===== src/rtl/gray_pkg.sv =====
// gray_pkg: shared Gray-code conversion and width helper functions (no ports)
package gray_pkg;
  localparam int MAX_W = 32;
  function automatic logic [MAX_W-1:0] bin2gray(input logic [MAX_W-1:0] b);
    return b ^ (b >> 1);
  endfunction
  function automatic logic [MAX_W-1:0] gray2bin(input logic [MAX_W-1:0] g);
    logic [MAX_W-1:0] b;
    b[MAX_W-1] = g[MAX_W-1];
    for (int i = MAX_W - 2; i >= 0; i--) b[i] = b[i+1] ^ g[i];
    return b;
  endfunction
  function automatic logic [MAX_W-1:0] max_val(input int w);
    return w >= MAX_W ? '1 : (32'd1 << w) - 32'd1;
  endfunction
endpackage


===== src/rtl/gray_codec.sv =====
// gray_codec: combinational converters; bin_i -> gray_o (binary to Gray), gray_i -> bin_o (Gray to binary)
module gray_codec
  import gray_pkg::*;
#(
  parameter int VEC_W = 4
) (
  input  logic [VEC_W-1:0] bin_i,
  input  logic [VEC_W-1:0] gray_i,
  output logic [VEC_W-1:0] gray_o,
  output logic [VEC_W-1:0] bin_o
);
  assign gray_o = VEC_W'(bin2gray(MAX_W'(bin_i)));
  assign bin_o  = VEC_W'(gray2bin(MAX_W'(gray_i)));
endmodule


===== src/rtl/gray_counter.sv =====
// gray_counter: registered up/down counter with binary (bin_o) and Gray (gray_o) outputs, load (load_i/load_gray_i/load_val_i), enable/direction (en_i/up_i), wrap/saturate pulse (wrap_o), sync active-low reset_n
module gray_counter
  import gray_pkg::*;
#(
  parameter int          VEC_W    = 4,
  parameter int          SATURATE = 0,
  parameter int unsigned RST_VAL  = 0
) (
  input  logic             clk,
  input  logic             reset_n,
  input  logic             en_i,
  input  logic             up_i,
  input  logic             load_i,
  input  logic             load_gray_i,
  input  logic [VEC_W-1:0] load_val_i,
  output logic [VEC_W-1:0] bin_o,
  output logic [VEC_W-1:0] gray_o,
  output logic             wrap_o
);
  localparam logic [VEC_W-1:0] MAX_B = VEC_W'(max_val(VEC_W));
  localparam logic [VEC_W-1:0] RST_B = VEC_W'(RST_VAL);
  localparam logic [VEC_W-1:0] RST_G = VEC_W'(bin2gray(MAX_W'(RST_B)));
  logic [VEC_W-1:0] bin_q, bin_d, gray_q, gray_d;
  logic [VEC_W-1:0] ld_bin, ld_gray, cur_bin, cnt_bin, cnt_gray;
  logic             wrap_q, wrap_d, term;
  gray_codec #(.VEC_W(VEC_W)) u_load (
    .bin_i (load_val_i),
    .gray_i(load_val_i),
    .gray_o(ld_gray),
    .bin_o (ld_bin)
  );
  // the step is taken from the decoded Gray register, which keeps Gray the authoritative pointer state
  gray_codec #(.VEC_W(VEC_W)) u_out (
    .bin_i (cnt_bin),
    .gray_i(gray_q),
    .gray_o(cnt_gray),
    .bin_o (cur_bin)
  );
  assign term    = up_i ? cur_bin == MAX_B : cur_bin == '0;
  assign cnt_bin = (SATURATE != 0 && term) ? cur_bin : up_i ? cur_bin + VEC_W'(1) : cur_bin - VEC_W'(1);
  always_comb begin
    bin_d  = load_i ? (load_gray_i ? ld_bin : load_val_i) : en_i ? cnt_bin : bin_q;
    gray_d = load_i ? (load_gray_i ? load_val_i : ld_gray) : en_i ? cnt_gray : gray_q;
    wrap_d = !load_i && en_i && term;
  end
  always_ff @(posedge clk) begin
    if (!reset_n) begin
      bin_q  <= RST_B;
      gray_q <= RST_G;
      wrap_q <= 1'b0;
    end else begin
      bin_q  <= bin_d;
      gray_q <= gray_d;
      wrap_q <= wrap_d;
    end
  end
  assign bin_o  = bin_q;
  assign gray_o = gray_q;
  assign wrap_o = wrap_q;
endmodule

===== config.mk =====
export PLATFORM = sky130hd
export DESIGN_NAME = gray_counter
export DESIGN_NICKNAME = d
export VERILOG_FILES = /design/src/rtl/gray_pkg.sv /design/src/rtl/gray_codec.sv /design/src/rtl/gray_counter.sv
export SDC_FILE = /design/constraint.sdc
export NUM_CORES = 1
export LEC_CHECK = 0
export CORE_ASPECT_RATIO = 0.6
export CORE_MARGIN = 1
export CORE_UTILIZATION = 26
export CTS_CLUSTER_SIZE = 28
export DETAILED_ROUTE_END_ITERATION = 12
export GPL_ROUTABILITY_DRIVEN = 1
export HOLD_SLACK_MARGIN = 0.02
export PLACE_DENSITY = 0.52
export SETUP_SLACK_MARGIN = 0.3
export SLEW_MARGIN = 20
export SYNTH_ARGS = -nofsm -noshare
export SYNTH_HDL_FRONTEND = slang
export SYNTH_HIERARCHICAL = 1
export SYNTH_SLANG_ARGS = --single-unit

===== constraint.sdc =====
create_clock -name clk -period 2.4 [get_ports clk]
set_input_delay 0.48 -clock clk [delete_from_list [all_inputs] [get_ports clk]]
set_output_delay 0.48 -clock clk [all_outputs]
set_load 0.01 [all_outputs]

# Word level (Yosys, flattened, before mapping)
# Cells that the tools add are included.
[word_totals] in_bits=10 output_inout_bits=9 word_cells=27 register_bits=9
[op_classes] n_addsub=2 n_bitwise=8 n_eq_ne=1 n_reduce_logical=5 n_mux=8
[op_table] operator="2-to-1 mux 4 bit" n=6
[op_table] operator="bitwise XOR 4 x 3 -> 4 bit" n=2
[op_table] operator="bitwise XOR 1 bit" n=6
[op_table] operator="adder 4 x 1 -> 4 bit (second input constant)" n=1
[op_table] operator="equality test 4 bit (second input constant)" n=1
[op_table] operator="zero test 4 bit" n=1
[op_table] operator="subtractor 4 x 1 -> 4 bit (second input constant)" n=1
[op_table] operator="2-to-1 mux 3 bit" n=1
[op_table] operator="logical AND 1 bit" n=2
[op_table] operator="nonzero test 2 bit" n=1
[op_table] operator="zero test 1 bit" n=1
[op_table] operator="2-to-1 mux 1 bit" n=1

# Logic depth before layout (Yosys ltp)
# Gate-level depths: netlist of run 1.
[depth] depth_word=8 depth_mapped=9 ltp_nobuf=9

# Cells and area by module
# Netlist of run 1, hierarchy kept.
[modules_own_cells] mod="gray_counter" area_each_um2=630.6 n_inst=1 cells_each=66
[modules_own_cells] mod="gray_codec" area_each_um2=83.8 n_inst=2 cells_each=9

# Worst setup path after synthesis of run 1
# OpenSTA, ideal clock, no wires.
[synth_path] path_type="register to register" from="register gray_q[3] (netlist: gray_o[3])" to="register gray_q[2] (netlist: gray_o[2])" slack_ns=0.306 path_buffers=0 t_required_ns=2.274 arrival_time_ns=1.969 synth_period_minus_slack_ns=2.094 path_stages_with_launch=10 cell_sequence="dfxtp_1 xor2_2 xor2_1 ha_1 nand3_1 and3_4 nor2_1 xor2_1 a211oi_1 a211oi_1"
[synth_via] elab_chain_len=8 elab_cells_between_ends=9 cone_classes="2 x add/sub; 3 x mux; 4 x bitwise"
[synth_rtl] element="start, declared" line="gray_counter.sv:23" text="logic [VEC_W-1:0] bin_q, bin_d, gray_q, gray_d;"
[synth_rtl] element="start signal, assigned" line="gray_counter.sv:53" text="gray_q <= gray_d;"
[synth_rtl] element="bitwise XOR 1 bit (*)" line="gray_pkg.sv:10" text="for (int i = MAX_W - 2; i >= 0; i--) b[i] = b[i+1] ^ g[i];"
[synth_rtl] element="net cur_bin[2]" line="gray_counter.sv:24" text="logic [VEC_W-1:0] ld_bin, ld_gray, cur_bin, cnt_bin, cnt_gray;"
[synth_rtl] element="bitwise XOR 1 bit (*)" line="gray_pkg.sv:10"
[synth_rtl] element="net cur_bin[1]" line="gray_counter.sv:24"
[synth_rtl] element="bitwise XOR 1 bit" line="gray_pkg.sv:10"
[synth_rtl] element="subtractor 4 x 1 -> 4 bit / adder 4 x 1 -> 4 bit (equally long branches)" line="gray_counter.sv:40" text="assign cnt_bin = (SATURATE != 0 && term) ? cur_bin : up_i ? cur_bin + VEC_W'(1) : cur_bin - VEC_W'(1);"
[synth_rtl] element="2-to-1 mux 4 bit (*)" line="gray_counter.sv:40"
[synth_rtl] element="net cnt_bin[3]" line="gray_counter.sv:24"
[synth_rtl] element="bitwise XOR 4 x 3 -> 4 bit (*)" line="gray_pkg.sv:5" text="return b ^ (b >> 1);"
[synth_rtl] element="net cnt_gray[2]" line="gray_counter.sv:24"
[synth_rtl] element="2-to-1 mux 4 bit (*) (2 in a row)" line="gray_counter.sv:43" text="gray_d = load_i ? (load_gray_i ? load_val_i : ld_gray) : en_i ? cnt_gray : gray_q;"
# The timed path passes the listed nets; every way through them passes the cells marked *. The select of a mux whose other input is x is not followed.
# A chain may end at the register's enable or synchronous reset.

# Final worst setup path of run 1
[layout_path] from="register gray_q[3] (netlist: gray_o[3])" to="register gray_q[2] (netlist: gray_o[2])"
[layout_via] elab_chain_len=8 elab_cells_between_ends=9 cone_classes="2 x add/sub; 3 x mux; 4 x bitwise"
[layout_rtl] element="bitwise XOR 1 bit (*)" line="gray_pkg.sv:10"
[layout_rtl] element="net cur_bin[2]" line="gray_counter.sv:24"
[layout_rtl] element="bitwise XOR 1 bit (*) (2 in a row)" line="gray_pkg.sv:10"
[layout_rtl] element="net cur_bin[0]" line="gray_counter.sv:24"
[layout_rtl] element="subtractor 4 x 1 -> 4 bit / adder 4 x 1 -> 4 bit (equally long branches)" line="gray_counter.sv:40"
[layout_rtl] element="2-to-1 mux 4 bit (*)" line="gray_counter.sv:40"
[layout_rtl] element="net cnt_bin[2]" line="gray_counter.sv:24"
[layout_rtl] element="bitwise XOR 4 x 3 -> 4 bit (*)" line="gray_pkg.sv:5"
[layout_rtl] element="net cnt_gray[2]" line="gray_counter.sv:24"
[layout_rtl] element="2-to-1 mux 4 bit (*) (2 in a row)" line="gray_counter.sv:43"
# Marked as above.

==> metrics.md, run 1 <==
| Metric | Value |
|---|---|
| Cell Area, Synth | `798 sq um` |
| Mapped Cells | `84` |
| Worst Clk Skew | `approximately 0.00031 ns` |
| Clock root buffer | `clkbuf_8` |
| Async set-reset flop share out of synthesis | `0%` |
| Initial Util | `27.6%` |
| Max cap viols | `0` |
| Final Power | `0.00138 W` |
| Final core occ | `41.5%` |
| Cells taking the most area after synthesis | `dfxtp_1 23%, a211oi_1 11%, xor2_1 11%, mux2i_1 7.5%, and2b_2 6.6%` |
| Yosys top cell area share | `~23%` |
| Routed vias | `about 680` |
| Skew-Pair Late Insertion Delay | `0.23 ns` |
| Worst Tran Pin Value | `about 0.58 ns` |
| RSZ-0062 raised after global routing | `yes` |
| Max-slew headroom | `61.5%` |
| Final WL | `~1.9 mm` |
| Hold Fails Final Rpt | `0` |
| Via/cell ratio | `4.51` |
| P per Cell Area | `1150 mW/mm^2` |
| Critical path peak fanout | `3` |
| Startpoint types | `flip-flop` |
| Status | `complete, no violations` |
| Top-count cell post-synth | `a211oi_1` |
| Antenna violations before repair | `0` |
| Layout cell share with drive strength beyond 1 | `a little over 40%` |
| Maximum VDD drop | `438 uV` |
| 1st-iter DRT viols | `27` |
| Synth top cells by count | `12 x a211oi_1, 10 x xor2_1, 9 x dfxtp_1` |
| Max-slew violations | `0` |
| Setup violations, final | `0` |
| Post-synth cell types | `28` |
| Fillers | `308` |
| Worst setup path category | `flip-flop to flip-flop` |
| Drt pass-1 iters | `2` |
| Detail Route Antenna Nets | `0` |
| TritonCTS clock tree | `built` |
| Row count | `15` |
| Fin crit share | `between 80 and 90%` |
| Worst EP arrival | `2.17 ns` |
| Prevailing post-synth register cell | `dfxtp_1` |
| DRC | `0` |
| Crit. End Element | `flip-flop` |
| H-tree levels | `1` |
| CTS Sinks | `9` |
| Vias in the first global route | `641` |
| Gr usage total | `between 10% and 20%` |
| Die H | `44.9 um` |
| Largest net degree at the start of global routing | `17` |
| Fmax | `481 MHz` |
| WP data required | `2.49 ns` |
| TritonCTS buffer count | `3` |
| Grt ovf | `0` |
| HPWL after DPL | `1.34 mm` |
| Post-synth EDFFs | `0` |
| Diode count | `0` |
| Die ar. | `0.00330 sq mm` |
| Ports | `19` |
| Area leader, netlist | `dfxtp_1` |
| Sequential element share of the synthesized area | `22.6%` |
| Synth Net Count | `97` |
| CTS clk-pin slew, worst paths | `around 0.05 ns` |
| Min Tclk post-route | `2.08 ns` |
| Wire length of the first global-routing pass | `2.93 mm` |
| Core outline area | `just under 0.003 sq mm` |
| Leakage power | `0.473 nW` |
| WL/cell | `12.5 um` |
| Worst Hold Class | `flip-flop to flip-flop` |
| Area growth from synthesis to layout | `50.2%` |
| Synth Register Bits | `9` |
| Yosys Warn Count | `6` |
| Mapped Avg Cell Area | `9.50 sq um` |
| Final #Nets | `122` |
| Chip width | `about 74 um` |
| Gpl congestion | `0.794` |
| I/O Buffers | `18` |
| CTS max path bufs | `2` |
area by class of cell:
| type | count | area, sq um | share of cell area, % |
|---|---|---|---|
| Clock buffer | 4 | 45.0 | 3.76 |
| Tap cell | 42 | 52.6 | 4.38 |
| Timing Repair Buffer | 28 | 258 | 21.5 |
| Multi-Input combinational cell | 64 | 648 | 54.1 |
| Inverter | 3 | 11.3 | 0.939 |
| Sequential cell | 9 | 184 | 15.3 |
cell usage in the layout (no fill, tap or decap), drive strengths merged, types with 2 or more instances in the layout:
cell           count
clkdlybuf4s50     17
xor2              12
a211oi            12
buf               10
dfxtp              9
mux2i              6
and2b              6
a21oi              5
clkbuf             4
xnor2              4
inv                3
nor2               3
nand2              2
nand3              2
and3               2
mux2               2
ha                 2
path summary, 6_finish.rpt:
kind              startpoint        end  slack (ns)  depth (start not counted)
setup / recovery   gray_o[3]  gray_o[2]        0.32                          9
hold / removal      bin_o[0]   bin_o[0]        0.61                          3
setup reg to reg   gray_o[3]  gray_o[2]        0.32                          9
hold reg to reg     bin_o[0]   bin_o[0]        0.61                          3
stage by stage:
step	std cells	cell area [sq um]	setup WS (ns)	TNS, ns	hold slack, ns
2_1_floorplan	84	798	0.306	0	0.623
3_3_place_gp	142	1010	0.0202	0	0.595
3_5_place_dp	142	1010	-0.178	-0.178	0.605
4_1_cts	150	1160	0.307	0	0.613
5_1_grt	150	1200	0.264	0	0.651
6_report	150	1200	0.323	0	0.609
power breakdown:
group | total (W) | switching [W] | internal [W]
clock network | 0.000183 | 0.0000671 | 0.000116
registers | 0.000224 | 0.0000373 | 0.000187
logic | 0.000973 | 0.000457 | 0.000515
total | 0.00138 | 0.000562 | 0.000819
what timing repair did:
| action | in CTS | in global routing |
|---|---|---|
| hold endpoints to repair | 0 | 0 |
| buffers inserted | 4 | 0 |
| resized for setup | 17 | 6 |
| hold buffers | 0 | 0 |
| setup endpoints to repair | 4 | 3 |
| pin swaps | 6 | 4 |
cell families after synthesis:
kind of cell / share of synthesized area, %
AOI/OAI and AO/OA: 17.1
xor gates and xnor gates: 19.4
adders and majority gates: 5.64
buffers and inverters: 9.25
DFF: 22.6
muxes: 10.8
and+or+nand+nor: 15.2
critical path, stage by stage, from the launching register on:
cell and delay, ns:
dfxtp_2 0.33, xor2_2 0.17, buf_6 0.14, xnor2_2 0.15, fa_2 0.37, xor2_1 0.15, buf_4 0.15, xor2_2 0.17
a211oi_2 0.25, a211oi_2 0.06
state kept, by name, summed over array words and instances (netlist names):
| name | cells |
|---|---|
| bin_o | 4 |
| gray_o | 4 |
| wrap_o | 1 |
routing by layer:
metal / up-vias / track usage [%] / share of wire, %
li1: 338 / - / -
met1: 325 / 16.7 / 52
met2: 14 / 19.1 / 43
met3: 0 / 5.36 / 5.4
met4: 0 / 0 / 0
met5: - / 0 / 0
(Power assumes the default switching activity.)
==> run 2: changes to the inputs <==
ABC_AREA = 1   (was not set)
PLACE_DENSITY = 0.51   (was 0.52)
==> run 2 against run 1 <==
Net effect:
- routed wire length increased by 16%
- first-iteration DRC count increased by 15%
- critical path type unchanged
- global-route usage increased by 0.42 points
- critical endpoint is now gray_o[1]
==> metrics.md, run 2 <==
| Metric | Value |
|---|---|
| Setup TNS Final | `0 ns` |
| Worst Tran Pin Value | `0.502 ns` |
| Worst EP arrival | `2.10 ns` |
| Vias in the first global route | `769` |
| HPWL after DPL | `1.77 mm` |
| Cells after DPL | `208` |
| Skew-Pair Late Insertion Delay | `0.24 ns` |
| Max-slew violations | `0` |
| Initial Util | `between 20% and 30%` |
| RSZ-0062 raised after global routing | `no` |
| DRC | `0` |
| Final WL | `2.19 mm` |
| Top-count cell post-synth | `nand2_1` |
| Hold Fails Final Rpt | `0` |
| CP max stage cell | `dfxtp_4` |
| Diode count | `0` |
| TritonCTS clock tree | `built` |
| Max cap viols | `0` |
| Worst Hold Class | `flip-flop to flip-flop` |
| Core outline area | `0.00328 sq mm` |
| Final Instance Area | `0.00119 sq mm` |
| 1st-iter DRT viols | `31` |
| Sequential element share of the synthesized area | `19.9%` |
| TritonCTS buffer count | `3` |
| Post-synth cell types | `21` |
| Gr usage total | `12.7%` |
| Worst setup path category | `flip-flop to flip-flop` |
| Cells taking the most area after synthesis | `dfxtp_1 20%, nand2_1 19%, inv_1 9.1%, nand3_1 8.3%, xor2_1 6.8%` |
| Leakage power | `0.567 nW` |
| Mapped Cells | `148` |
| Yosys top cell area share | `19.9%` |
| WL/cell | `10.3 um` |
| CTS max path bufs | `2` |
| P per Cell Area | `659 mW/mm^2` |
| Synth Register Bits | `9` |
| Chip width | `about 80 um` |
| Antenna violations before repair | `0` |
| Detail Route Antenna Nets | `0` |
| Setup violations, final | `0` |
| Maximum VDD drop | `242 uV` |
| Commonest non-fill, non-tap cell in the layout | `nand2_1` |
| H-tree levels | `1` |
| Hold buffers post-CTS | `0` |
| Cell breakdown of the critical path | `inv_1 > nand2_1 > nand3_2 > nand3_2 > nand2_1 > fa_2 > xor2_1 > buf_4 > xor2_1 > o21ai_0 > a21oi_1` |
| Via/cell ratio | `4.46` |
| Slowest stage delay, CP | `0.37 ns` |
| Row count | `16` |
| Min Tclk post-route | `1.98 ns` |
| Mapped Avg Cell Area | `6.13 sq um` |
| Prevailing post-synth register cell | `dfxtp_1` |
| Grt ovf | `0` |
| Post-synth EDFFs | `0` |
| Fin crit share | `82.3%` |
| Post-cts repair resize count | `1` |
| Fmax | `506 MHz` |
| Critical path peak fanout | `5` |
| Die ar. | `0.00374 sq mm` |
| Largest net degree at the start of global routing | `12` |
| Most frequent cells in the layout | `47 x nand2_1, 21 x inv_1, 17 x clkdlybuf4s50_1` |
| Area leader, netlist | `dfxtp_1` |
| CTS clk-pin slew, worst paths | `0.05 ns` |
| WP data required | `2.52 ns` |
| Startpoint types | `flip-flop` |
| Ports | `19` |
| Cell Area, Synth | `around 910 sq um` |
| Layout cell share with drive strength beyond 1 | `14.4%` |
| Final #Nets | `between 150 and 200` |
| Crit. End Element | `flip-flop` |
| Clock root buffer | `clkbuf_8` |
| Status | `complete, no violations` |
| I/O Buffers | `18` |
| CTS Sinks | `9` |
| Placed cell areas | `0.00112 sq mm` |
| Wire length of the first global-routing pass | `between 3 and 4 mm` |
| Non-filler cells, final | `212` |
| Gpl congestion | `~0.78` |
| Async set-reset flop share out of synthesis | `0%` |
| Drt pass-1 iters | `4` |
| Area growth from synthesis to layout | `31.3%` |
| Max-slew headroom | `~66%` |
| Yosys Warn Count | `6` |
| Post-CTS setup buffers | `0` |
| Die H | `47.8 um` |
| Synth Net Count | `around 160` |
| Routed vias | `945` |
| Worst Clk Skew | `around 0.0017 ns` |
| Synth top cells by count | `47 x nand2_1, 22 x inv_1, 15 x nand3_1` |
-- run 2: cell count changes in the layout (fill, tap and decap cells not counted), moves of 5 or more --
cell,previous run,this run
nand3_1,1,15
inv_1,2,21
mux2i_1,6,0
and2b_2,6,0
nand3_2,1,6
buf_4,9,3
nand2_1,2,47
a211oi_1,8,0
o21ai_0,0,7
-- run 2: cell type report --
class                           instances  area [sq um]
Fill cell                             361          2090
Multi-Input combinational cell        108           602
Timing Repair Buffer                   21           205
Sequential cell                         9           189
Inverter                               25          93.8
Tap cell                               45          56.3
Clock buffer                            4          45.0
-- run 2: critical path: cells and delay by family (launching register included) --
family / cells / cell delay (ns)
XOR/XNOR: 2 / 0.30
adder cells (fa/ha/maj): 1 / 0.37
AND/OR/NAND/NOR: 4 / 0.38
AO/OA/AOI/OAI: 2 / 0.23
flip-flops: 1 / 0.37
buffers and inverters: 2 / 0.20
-- run 2: path summary, 6_finish.rpt --
kind	endpoint	cells after the start	slack, ns	from
max	gray_o[1]	11	0.42	gray_o[3]
min	bin_o[1]	2	0.50	bin_o[1]
max reg2reg	gray_o[1]	11	0.42	gray_o[3]
min reg2reg	bin_o[1]	2	0.50	bin_o[1]
-- run 2: power breakdown --
group	leakage [nW]	switching (W)	internal, W
clock network	0.0228	0.0000632	0.000116
registers	0.0761	0.0000210	0.000173
logic	0.468	0.000217	0.000195
total	0.567	0.000301	0.000484
-- run 2: routing by layer --
layer  track usage [%]  part of all wire (%)  vias to the layer above
met4              5.93                   1.1                        0
met2              17.0                    39                       15
li1                  -                     -                      501
met3              4.57                   4.2                        5
met1              17.8                    56                      424
met5                 0                     0                        -
-- run 2: cells by family after synthesis --
group	after synthesis	synth area share [%]
and+or+nand+nor	78	41.4
AOI/OAI and AO/OA	20	11.6
xor gates and xnor gates	7	6.76
DFF	9	19.9
adders and majority gates	3	4.97
buffers and inverters	31	15.4
-- run 2: per-stage QoR --
step	setup WS [ns]	hold WS (ns)	utilization, %	total power [W]
after global placement	0.0689	0.494	34.1	0.000590
after global routing	0.322	0.522	36.3	0.000852
after CTS	0.284	0.500	35.9	0.000783
after floorplan	0.438	0.508	-	0.000468
final	0.424	0.496	36.3	0.000785
after detailed placement	0.0246	0.494	34.1	0.000594
